--- config.mk ---
export PLATFORM = sky130hd
export DESIGN_NAME = i2c_regfile
export DESIGN_NICKNAME = d
export VERILOG_FILES = /design/src/rtl/i2c_regf_pkg.sv /design/src/rtl/i2c_strobe_sync.sv /design/src/rtl/i2c_regfile.sv
export SDC_FILE = /design/constraint.sdc
export NUM_CORES = 1
export LEC_CHECK = 0
export BUFFER_PORTS_ARGS = -buffer_cell sky130_fd_sc_hd__buf_4
export CAP_MARGIN = 5
export CORE_AREA = 8 8 152 154
export DETAILED_ROUTE_END_ITERATION = 16
export DIE_AREA = 0 0 160 162
export PLACE_DENSITY_LB_ADDON = 0.08
export SYNTH_ARGS = -nofsm -noshare
export SYNTH_HDL_FRONTEND = slang
export SYNTH_SLANG_ARGS = --single-unit
--- constraint.sdc ---
create_clock -name clk -period 12.2 [get_ports clk]
set_clock_uncertainty 0.2 [all_clocks]
set_input_delay 1.83 -clock clk [delete_from_list [all_inputs] [get_ports clk]]
set_output_delay 1.83 -clock clk [all_outputs]
set_load 0.01 [all_outputs]
--- src/rtl/i2c_regf_pkg.sv ---
// Shared types and constants for the I2C register file.
package i2c_regf_pkg;

  typedef enum logic [1:0] {
    StIdle,
    StPtr,
    StWdat,
    StRdat
  } state_e;

  localparam int unsigned SYNC_STAGES = 2;
  // R/W flag position inside the I2C address byte
  localparam int unsigned RW_BIT      = 0;

endpackage

--- src/rtl/i2c_strobe_sync.sv ---
// Brings an SCL-domain strobe into clk and emits a one-clk pulse on its rising edge.
module i2c_strobe_sync
  import i2c_regf_pkg::*;
(
  input  logic clk,
  input  logic rst_in,
  input  logic i_strobe,
  output logic o_pulse
);

  logic [SYNC_STAGES-1:0] r_sync;
  logic                   r_prev;

  always_ff @(posedge clk or posedge rst_in) begin
    if (rst_in) begin
      r_sync <= '0;
      r_prev <= 1'b0;
    end else begin
      r_sync <= {r_sync[SYNC_STAGES-2:0], i_strobe};
      r_prev <= r_sync[SYNC_STAGES-1];
    end
  end

  assign o_pulse = r_sync[SYNC_STAGES-1] & ~r_prev;

endmodule

--- src/rtl/i2c_regfile.sv ---
// Register bank behind an I2C slave: pointer byte then auto-incrementing data, plus host port.
// Optional interrupt output is enabled with the I2C_REGF_IRQ_EN macro.
module i2c_regfile
  import i2c_regf_pkg::*;
#(
  parameter int unsigned         N_REGS  = 16,
  parameter int unsigned         AW      = 4,
  parameter logic [N_REGS-1:0]   RO_MASK = '0,
  parameter logic [7:0]          RST_VAL = 8'h00
) (
  input  logic          clk,
  input  logic          rst_in,
  input  logic          i2c_as,
  input  logic          i2c_ws,
  input  logic          i2c_rs,
  input  logic [7:0]    i2c_dat,
  output logic [7:0]    i2c_tx,
  input  logic [AW-1:0] host_addr,
  input  logic          host_we,
  input  logic [7:0]    host_wdata,
  output logic [7:0]    host_rdata,
  output logic          wr_stb,
  output logic [AW-1:0] wr_idx
`ifdef I2C_REGF_IRQ_EN
  ,
  output logic          irq,
  input  logic          irq_ack
`endif
);

  logic w_ev_as, w_ev_ws, w_ev_rs;

  i2c_strobe_sync u_sync_as (.clk(clk), .rst_in(rst_in), .i_strobe(i2c_as), .o_pulse(w_ev_as));
  i2c_strobe_sync u_sync_ws (.clk(clk), .rst_in(rst_in), .i_strobe(i2c_ws), .o_pulse(w_ev_ws));
  i2c_strobe_sync u_sync_rs (.clk(clk), .rst_in(rst_in), .i_strobe(i2c_rs), .o_pulse(w_ev_rs));

  state_e          r_state, w_state_nxt;
  logic [AW-1:0]   r_ptr, w_ptr_nxt;
  logic            w_i2c_we;
  logic [7:0]      r_regs [N_REGS];
  logic [7:0]      r_tx;
  logic            r_wr_stb;
  logic [AW-1:0]   r_wr_idx;

  always_comb begin
    w_state_nxt = r_state;
    w_ptr_nxt   = r_ptr;
    w_i2c_we    = 1'b0;
    if (w_ev_as) begin
      // A (re)start always takes priority over data strobes
      w_state_nxt = i2c_dat[RW_BIT] ? StRdat : StPtr;
    end else begin
      unique case (r_state)
        StPtr: begin
          if (w_ev_ws) begin
            w_ptr_nxt   = i2c_dat[AW-1:0];
            w_state_nxt = StWdat;
          end
        end
        StWdat: begin
          if (w_ev_ws) begin
            w_i2c_we  = ~RO_MASK[r_ptr];
            w_ptr_nxt = r_ptr + 1'b1;
          end
        end
        StRdat: begin
          if (w_ev_rs) w_ptr_nxt = r_ptr + 1'b1;
        end
        default: ;
      endcase
    end
  end

  always_ff @(posedge clk or posedge rst_in) begin
    if (rst_in) begin
      r_state  <= StIdle;
      r_ptr    <= '0;
      r_tx     <= RST_VAL;
      r_wr_stb <= 1'b0;
      r_wr_idx <= '0;
      for (int unsigned i = 0; i < N_REGS; i++) r_regs[i] <= RST_VAL;
    end else begin
      r_state  <= w_state_nxt;
      r_ptr    <= w_ptr_nxt;
      r_tx     <= r_regs[r_ptr];
      r_wr_stb <= w_i2c_we;
      if (w_i2c_we) r_wr_idx <= r_ptr;
      // I2C write is placed last so it wins a same-index collision with the host
      if (host_we)  r_regs[host_addr] <= host_wdata;
      if (w_i2c_we) r_regs[r_ptr]     <= i2c_dat;
    end
  end

  assign i2c_tx     = r_tx;
  assign wr_stb     = r_wr_stb;
  assign wr_idx     = r_wr_idx;
  assign host_rdata = r_regs[host_addr];

`ifdef I2C_REGF_IRQ_EN
  logic r_irq;

  always_ff @(posedge clk or posedge rst_in) begin
    if (rst_in)        r_irq <= 1'b0;
    else if (r_wr_stb) r_irq <= 1'b1;
    else if (irq_ack)  r_irq <= 1'b0;
  end

  assign irq = r_irq;
`endif

endmodule

==> results of run 1 <==
## state kept, by name (all words and copies together), names as in the netlist
name	count
i2c_tx	8
wr_stb	1
u_sync_rs.r_prev	1
wr_idx	4
u_sync_as.r_prev	1
u_sync_as.r_sync	2
u_sync_ws.r_sync	2
r_ptr	4
r_regs	128
u_sync_rs.r_sync	2
r_state	2
u_sync_ws.r_prev	1
## final cells by class
class	count	share of cell area
Multi-Input combinational cell	589	0.4835
Clock buffer	18	0.04274
Sequential cell	156	0.3800
Clock inverter	14	0.01632
Timing Repair Buffer	57	0.04164
Inverter	5	0.002313
Tap cell	275	0.03348
## layout by cell type (no fill, tap or decap), drive strengths merged, types with 2 or more instances in the layout
| cell | count |
|---|---|
| nor4b | 4 |
| dfrtp | 156 |
| a31oi | 3 |
| ha | 4 |
| a21oi | 4 |
| nor2 | 12 |
| inv | 13 |
| o21ai | 135 |
| clkbuf | 18 |
| mux4 | 64 |
| nor2b | 5 |
| and2 | 19 |
| nand3b | 4 |
| nand2 | 25 |
| or3 | 4 |
| a22oi | 32 |
| mux2 | 2 |
| mux2i | 129 |
| nand3 | 131 |
| clkinv | 6 |
| buf | 57 |
| nand2b | 6 |
## worst paths after layout
kind | slack (ns) | end
worst max register to register | 9.15 | r_regs[95]
worst min-delay path | 0.15 | u_sync_ws.r_sync[1]
max in group asynchronous | 8.90 | r_ptr[0]
min in group asynchronous | 1.32 | r_regs[109]
worst max-delay path | 6.61 | host_rdata[2]
worst min register to register | 0.15 | u_sync_ws.r_sync[1]
## where the power goes
| part | internal, mW | switching (mW) | total, mW |
|---|---|---|---|
| sequential | 0.696 | 0.180 | 0.876 |
| clock | 0.283 | 0.261 | 0.544 |
| combinational | 0.391 | 0.429 | 0.819 |
| total | 1.37 | 0.870 | 2.24 |
## metrics by stage
stage,setup WS (ns),power [mW]
after floorplan,5.963,1.407
after global placement,6.631,1.667
after detailed placement,6.594,1.691
after CTS,6.595,2.236
after global routing,6.485,2.350
final,6.614,2.240
## per-layer routing
| layer | vias to the layer above | routed length [microns] |
|---|---|---|
| li1 | 3135 | - |
| met1 | 3745 | 12350 |
| met2 | 384 | 14360 |
| met3 | 82 | 2571 |
| met4 | 0 | 1218 |
| met5 | - | 0 |
## logic make-up (layout without fill, tap and decap cells)
kind of cell / Yosys count / after routing / synth area share
AO/OA/AOI/OAI: 176 / 176 / 0.1035
flip-flops: 156 / 156 / 0.4167
buffers and inverters: 109 / 94 / 0.05289
AND/OR/NAND/NOR: 213 / 213 / 0.1265
multiplexers: 195 / 195 / 0.2941
adder cells (fa/ha/maj): 4 / 4 / 0.005343
XOR/XNOR: 1 / 1 / 0.0009351
==> impl_metrics.csv, run 1 <==
group,metric,value,unit
outcome,outcome,"finished, final reports clean",
detailed_routing,routedWlPerCell,27.38,microns
finish,fin_cells,1114,
die,dieArea,0.02592,sq mm
hold_path,min_path_cells,0,
global_routing,antenna_found_initial,0,
logic_synthesis,synth_edf_count,0,
timing,fin_tns_setup,0,ns
detailed_routing,routed_wl,30500,microns
global_routing,grt_overflow,0,
clock_tree,cts_tree,"yes",
clock_tree,cts_max_path_buffers,2,
die,ioPinCount,47,
global_routing,grt_max_degree,83,
logic_synthesis,synthTopCellsByArea,"dfrtp_1 42%, mux4_2 15%, mux2i_1 14%",
logic_synthesis,synth_fp_nets,884,
finish,area_delta_synth_final,9.697,%
timing,period_needed,5.586,ns
finish,fin_nets,856,
logic_synthesis,synthFlopType,"dfrtp_1",
detailed_routing,viasPerCell,6.594,
worst_setup_path,cp_num_cells,5,
flow_run,cap_violations,0,
timing,tightestPinTransition,0.9892,ns
place,port-buffer-count,46,
worst_setup_path,cpMostUsedCell,"buf_4",
global_routing,grtUsageTotal,0.2387,
worst_setup_path,startpoint,"host_addr[0]",
finish,n_fill_cell,1887,
finish,multi_input_comb_area,0.004969,sq mm
global_routing,grt_busiest_layer,"met2",
die,fp.coreArea,0.02069,sq mm
worst_setup_path,arrival,3.56,ns
global_routing,grt_pass1_wl,46750,microns
finish,final_util,0.4967,
die,die_x,160,microns
die,die_h,162,microns
timing,hold_violations,0,
place,globalplace.congestion,0.8863,
worst_setup_path,cpMaxStageDelayCell,"mux4_2",
logic_synthesis,ys_seq_elements,156,
worst_setup_path,endpoint_kind,"output pin",
clock_tree,cts-buffers-inserted,17,
worst_setup_path,reg2reg_depth,5,
clock_tree,clk_latency,0.44,ns
worst_setup_path,path_class,"primary input to output pin",
clock_tree,cts_setup_buffers,0,
clock_tree,clk_pin_slew,0.07,ns
logic_synthesis,synth_top_area_share,0.4167,
worst_setup_path,worstPathBufferInverterCount,2,
logic_synthesis,synth_seq_area_share,0.4167,
place,hpwl,20320,microns
detailed_routing,drt_first_pass_iters,5,
worst_setup_path,critical_path_required,10.17,ns
timing,slew-limit-headroom,0.3405,
logic_synthesis,syn-cell-area,0.009368,sq mm
global_routing,grtUsageMet3,0.04708,
timing,max_freq,179.0,MHz
detailed_routing,vias,7346,
logic_synthesis,yosysUniqueCellTypes,33,
power_and_ir_drop,power.density,218.0,mW/mm^2
timing,final-max-slew-violation-count,0,
power_and_ir_drop,max-vdd-ir-drop,117.7,uV
hold_path,min_from,"u_sync_ws.r_sync[0]",
finish,drive_gt1_frac,0.2050,
clock_tree,ctsHoldBuffers,0,
global_routing,grtUsageMet1,0.3129,
logic_synthesis,syn_area_per_cell,10.97,sq um
clock_tree,h-tree-depth,4,
detailed_routing,postRouteAntennaNets,0,
hold_path,hp-class,"register to register",
worst_setup_path,crit_fanout,42,
logic_synthesis,yosysMostFrequentCell,"dfrtp_1",
logic_synthesis,async_flop_share,1.000,
clock_tree,clock_sinks,156,
timing,finalSetupViolCount,0,
logic_synthesis,synthTopCellsByCount,"156 x dfrtp_1, 131 x nand3_1, 129 x mux2i_1",
global_routing,use_met2,0.3756,
die,std_cell_rows,53,
finish,design_area,0.01028,sq mm
finish,seqCellArea,0.003905,sq mm
detailed_routing,first_iter_violations,834,
logic_synthesis,yosysTopAreaCell,"dfrtp_1",
worst_setup_path,reg2reg_from,"r_ptr[2]",
power_and_ir_drop,p_leak,4.134,nW
place,placed_cells,1082,
worst_setup_path,cpPeakStageDelay,0.59,ns
detailed_routing,post-route-drc-count,0,
die,initial_utilization,0.4528,
timing,hold-worst-slack,0.1500,ns
worst_setup_path,worstPathCellList,"buf_4 > mux4_2 > a22oi_1 > nand2_1 > buf_4",
clock_tree,ctsResizeCount,0,
logic_synthesis,yosys_warnings,0,
worst_setup_path,crit_family,"buffers and inverters",
timing,finalCritPeriodShare,0.4579,
worst_setup_path,start_kind,"primary input",
global_routing,first_global_vias,7484,
logic_synthesis,syn_inst,854,
finish,diodes,0,
clock_tree,cts_root_buf,"clkbuf_16",
place,placed_area,0.009669,sq mm
timing,rsz0062_at_grt,"no",
Power figures use the tool's default switching activity.
==> inputs of run 2 (changes only) <==
- clock period: 12.2 -> 5.6 ns (I/O delays scaled with it)
==> run 2 against run 1 <==
  * Power is 120% higher
  * Final area hardly changed
  * Global-route usage is 0.35 points lower
  * Non-clock buffer count is 2 higher
  * Sequential share of layout area hardly changed
  * Count of clock-buffer cells in the layout is 1 lower
  * Largest power group unchanged
==> impl_metrics.csv, run 2 (synthesized netlist as in run 1, its figures left out) <==
group,metric,value,unit
outcome,outcome,"finished, final reports clean",
worst_setup_path,cpMostUsedCell,"buf_4",
global_routing,first_global_vias,7339,
worst_setup_path,startpoint,"host_addr[0]",
worst_setup_path,crit_fanout,42,
finish,top_register,"r_regs",
timing,tightestPinTransition,1.087,ns
detailed_routing,routedWlPerCell,26.90,microns
worst_setup_path,worstPathCellList,"buf_4 > mux4_2 > a22oi_1 > nand2_1 > buf_4",
timing,hold-worst-slack,0.1507,ns
place,port-buffer-count,46,
hold_path,hp-class,"register to register",
detailed_routing,vias,7295,
detailed_routing,drt_first_pass_iters,6,
clock_tree,cts-buffers-inserted,17,
detailed_routing,first_iter_violations,743,
finish,drive_gt1_frac,0.2069,
timing,max_freq,271.0,MHz
finish,n_fill_cell,1858,
global_routing,grt_overflow,0,
die,ioPinCount,47,
clock_tree,clock_sinks,156,
worst_setup_path,cpPeakStageDelay,0.59,ns
detailed_routing,postRouteAntennaNets,0,
detailed_routing,viasPerCell,6.531,
finish,layout_commonest_cell,"dfrtp_1",
power_and_ir_drop,p_leak,4.135,nW
timing,finalSetupViolCount,0,
timing,hold_violations,0,
worst_setup_path,cpMaxStageDelayCell,"mux4_2",
global_routing,antenna_found_initial,1,
worst_setup_path,r2r-end,"r_regs[68]",
worst_setup_path,reg2reg_depth,5,
finish,largest_reg_flops,128,
place,globalplace.congestion,0.8752,
global_routing,grt_pass1_wl,46840,microns
place,place_ws,1.876,ns
clock_tree,h-tree-depth,4,
place,placed_area,0.009684,sq mm
die,die_h,162,microns
timing,slew-limit-headroom,0.2753,
global_routing,grtUsageTotal,0.2352,
clock_tree,clk_pin_slew,0.08,ns
worst_setup_path,path_class,"primary input to output pin",
timing,rsz0062_at_grt,"no",
finish,fin_cells,1117,
power_and_ir_drop,p_total,4.884,mW
place,placed_cells,1084,
die,std_cell_rows,53,
clock_tree,ctsResizeCount,0,
worst_setup_path,worstSetupEndpoint,"host_rdata[3]",
flow_run,cap_violations,0,
place,hpwl,20070,microns
worst_setup_path,critical_path_required,4.56,ns
die,fp.coreArea,0.02069,sq mm
die,initial_utilization,0.4528,
clock_tree,cts_root_buf,"clkbuf_16",
finish,design_area,0.01028,sq mm
finish,area_delta_synth_final,9.791,%
finish,mostFrequentLayoutCells,"155 x dfrtp_1, 131 x nand3_1, 129 x mux2i_1",
detailed_routing,routed_wl,30050,microns
clock_tree,ctsHoldBuffers,0,
clock_tree,cts_tree,"yes",
finish,fin_nets,858,
worst_setup_path,endpoint_kind,"output pin",
worst_setup_path,start_kind,"primary input",
die,dieArea,0.02592,sq mm
worst_setup_path,arrival,2.65,ns
clock_tree,cts_setup_buffers,0,
power_and_ir_drop,power.density,474.8,mW/mm^2
worst_setup_path,reg2reg_from,"r_ptr[2]",
power_and_ir_drop,max-vdd-ir-drop,202.6,uV
timing,worst_slack,1.909,ns
clock_tree,cts_max_path_buffers,2,
finish,final_util,0.4971,
detailed_routing,post-route-drc-count,0,
global_routing,grt_max_degree,94,
die,die_x,160,microns
timing,fin_tns_setup,0,ns
worst_setup_path,r2r_slack,2.41,ns
timing,finalCritPeriodShare,0.6590,
timing,period_needed,3.691,ns
clock_tree,clk_latency,0.43,ns
timing,final-max-slew-violation-count,0,
## run 2: cell types whose count changed in the layout (fill, tap and decap cells not counted), sizes merged
| cell | change |
|---|---|
| clkinvlp | +2 |
| clkbuf | -1 |
| bufinv | +1 |
| inv | +1 |
| clkinv | -3 |
| buf | +2 |
| diode | +1 |
## run 2: layer usage
metal / track usage / up-vias / routed length, microns / share of wire
met5: 0 / - / 0 / 0
met4: 0.07052 / 0 / 620 / 0.021
met3: 0.04910 / 48 / 2380 / 0.079
met2: 0.3706 / 391 / 14090 / 0.47
met1: 0.3224 / 3717 / 12960 / 0.43
li1: - / 3139 / - / -
## run 2: area by class of cell
cell class	count	area, sq um	area share
antenna	1	2.502	0.0002433
clock buffer	17	425.4	0.04136
clock inverter	15	172.7	0.01679
inverter	5	23.77	0.002311
multi-input combinational	589	4969	0.4831
sequential	156	3905	0.3797
tap	275	344.1	0.03345
timing repair buffer	59	442.9	0.04307
## run 2: worst min path at each step
stage / from / to / cells past startpoint
final: u_sync_ws.r_sync[0] / u_sync_ws.r_sync[1] / 0
after global routing: u_sync_ws.r_sync[0] / u_sync_ws.r_sync[1] / 0
after CTS: u_sync_ws.r_sync[0] / u_sync_ws.r_sync[1] / 0
after detailed placement: u_sync_ws.r_sync[0] / u_sync_ws.r_sync[1] / 0
after global placement: u_sync_ws.r_sync[0] / u_sync_ws.r_sync[1] / 0
after floorplan: u_sync_as.r_sync[0] / u_sync_as.r_sync[1] / 0
## run 2: critical path, delay by kind of cell
kind	cells	cell delay, ns
AND/OR/NAND/NOR	1	0.16
AO/OA/AOI/OAI	1	0.31
multiplexers	1	0.59
buffers and inverters	2	0.72
## run 2: report_power, final
group | leakage, nW | internal [mW] | switching [mW]
sequential | 1.89 | 1.52 | 0.374
clock | 0.289 | 0.640 | 0.554
combinational | 1.95 | 0.859 | 0.940
total | 4.13 | 3.02 | 1.87
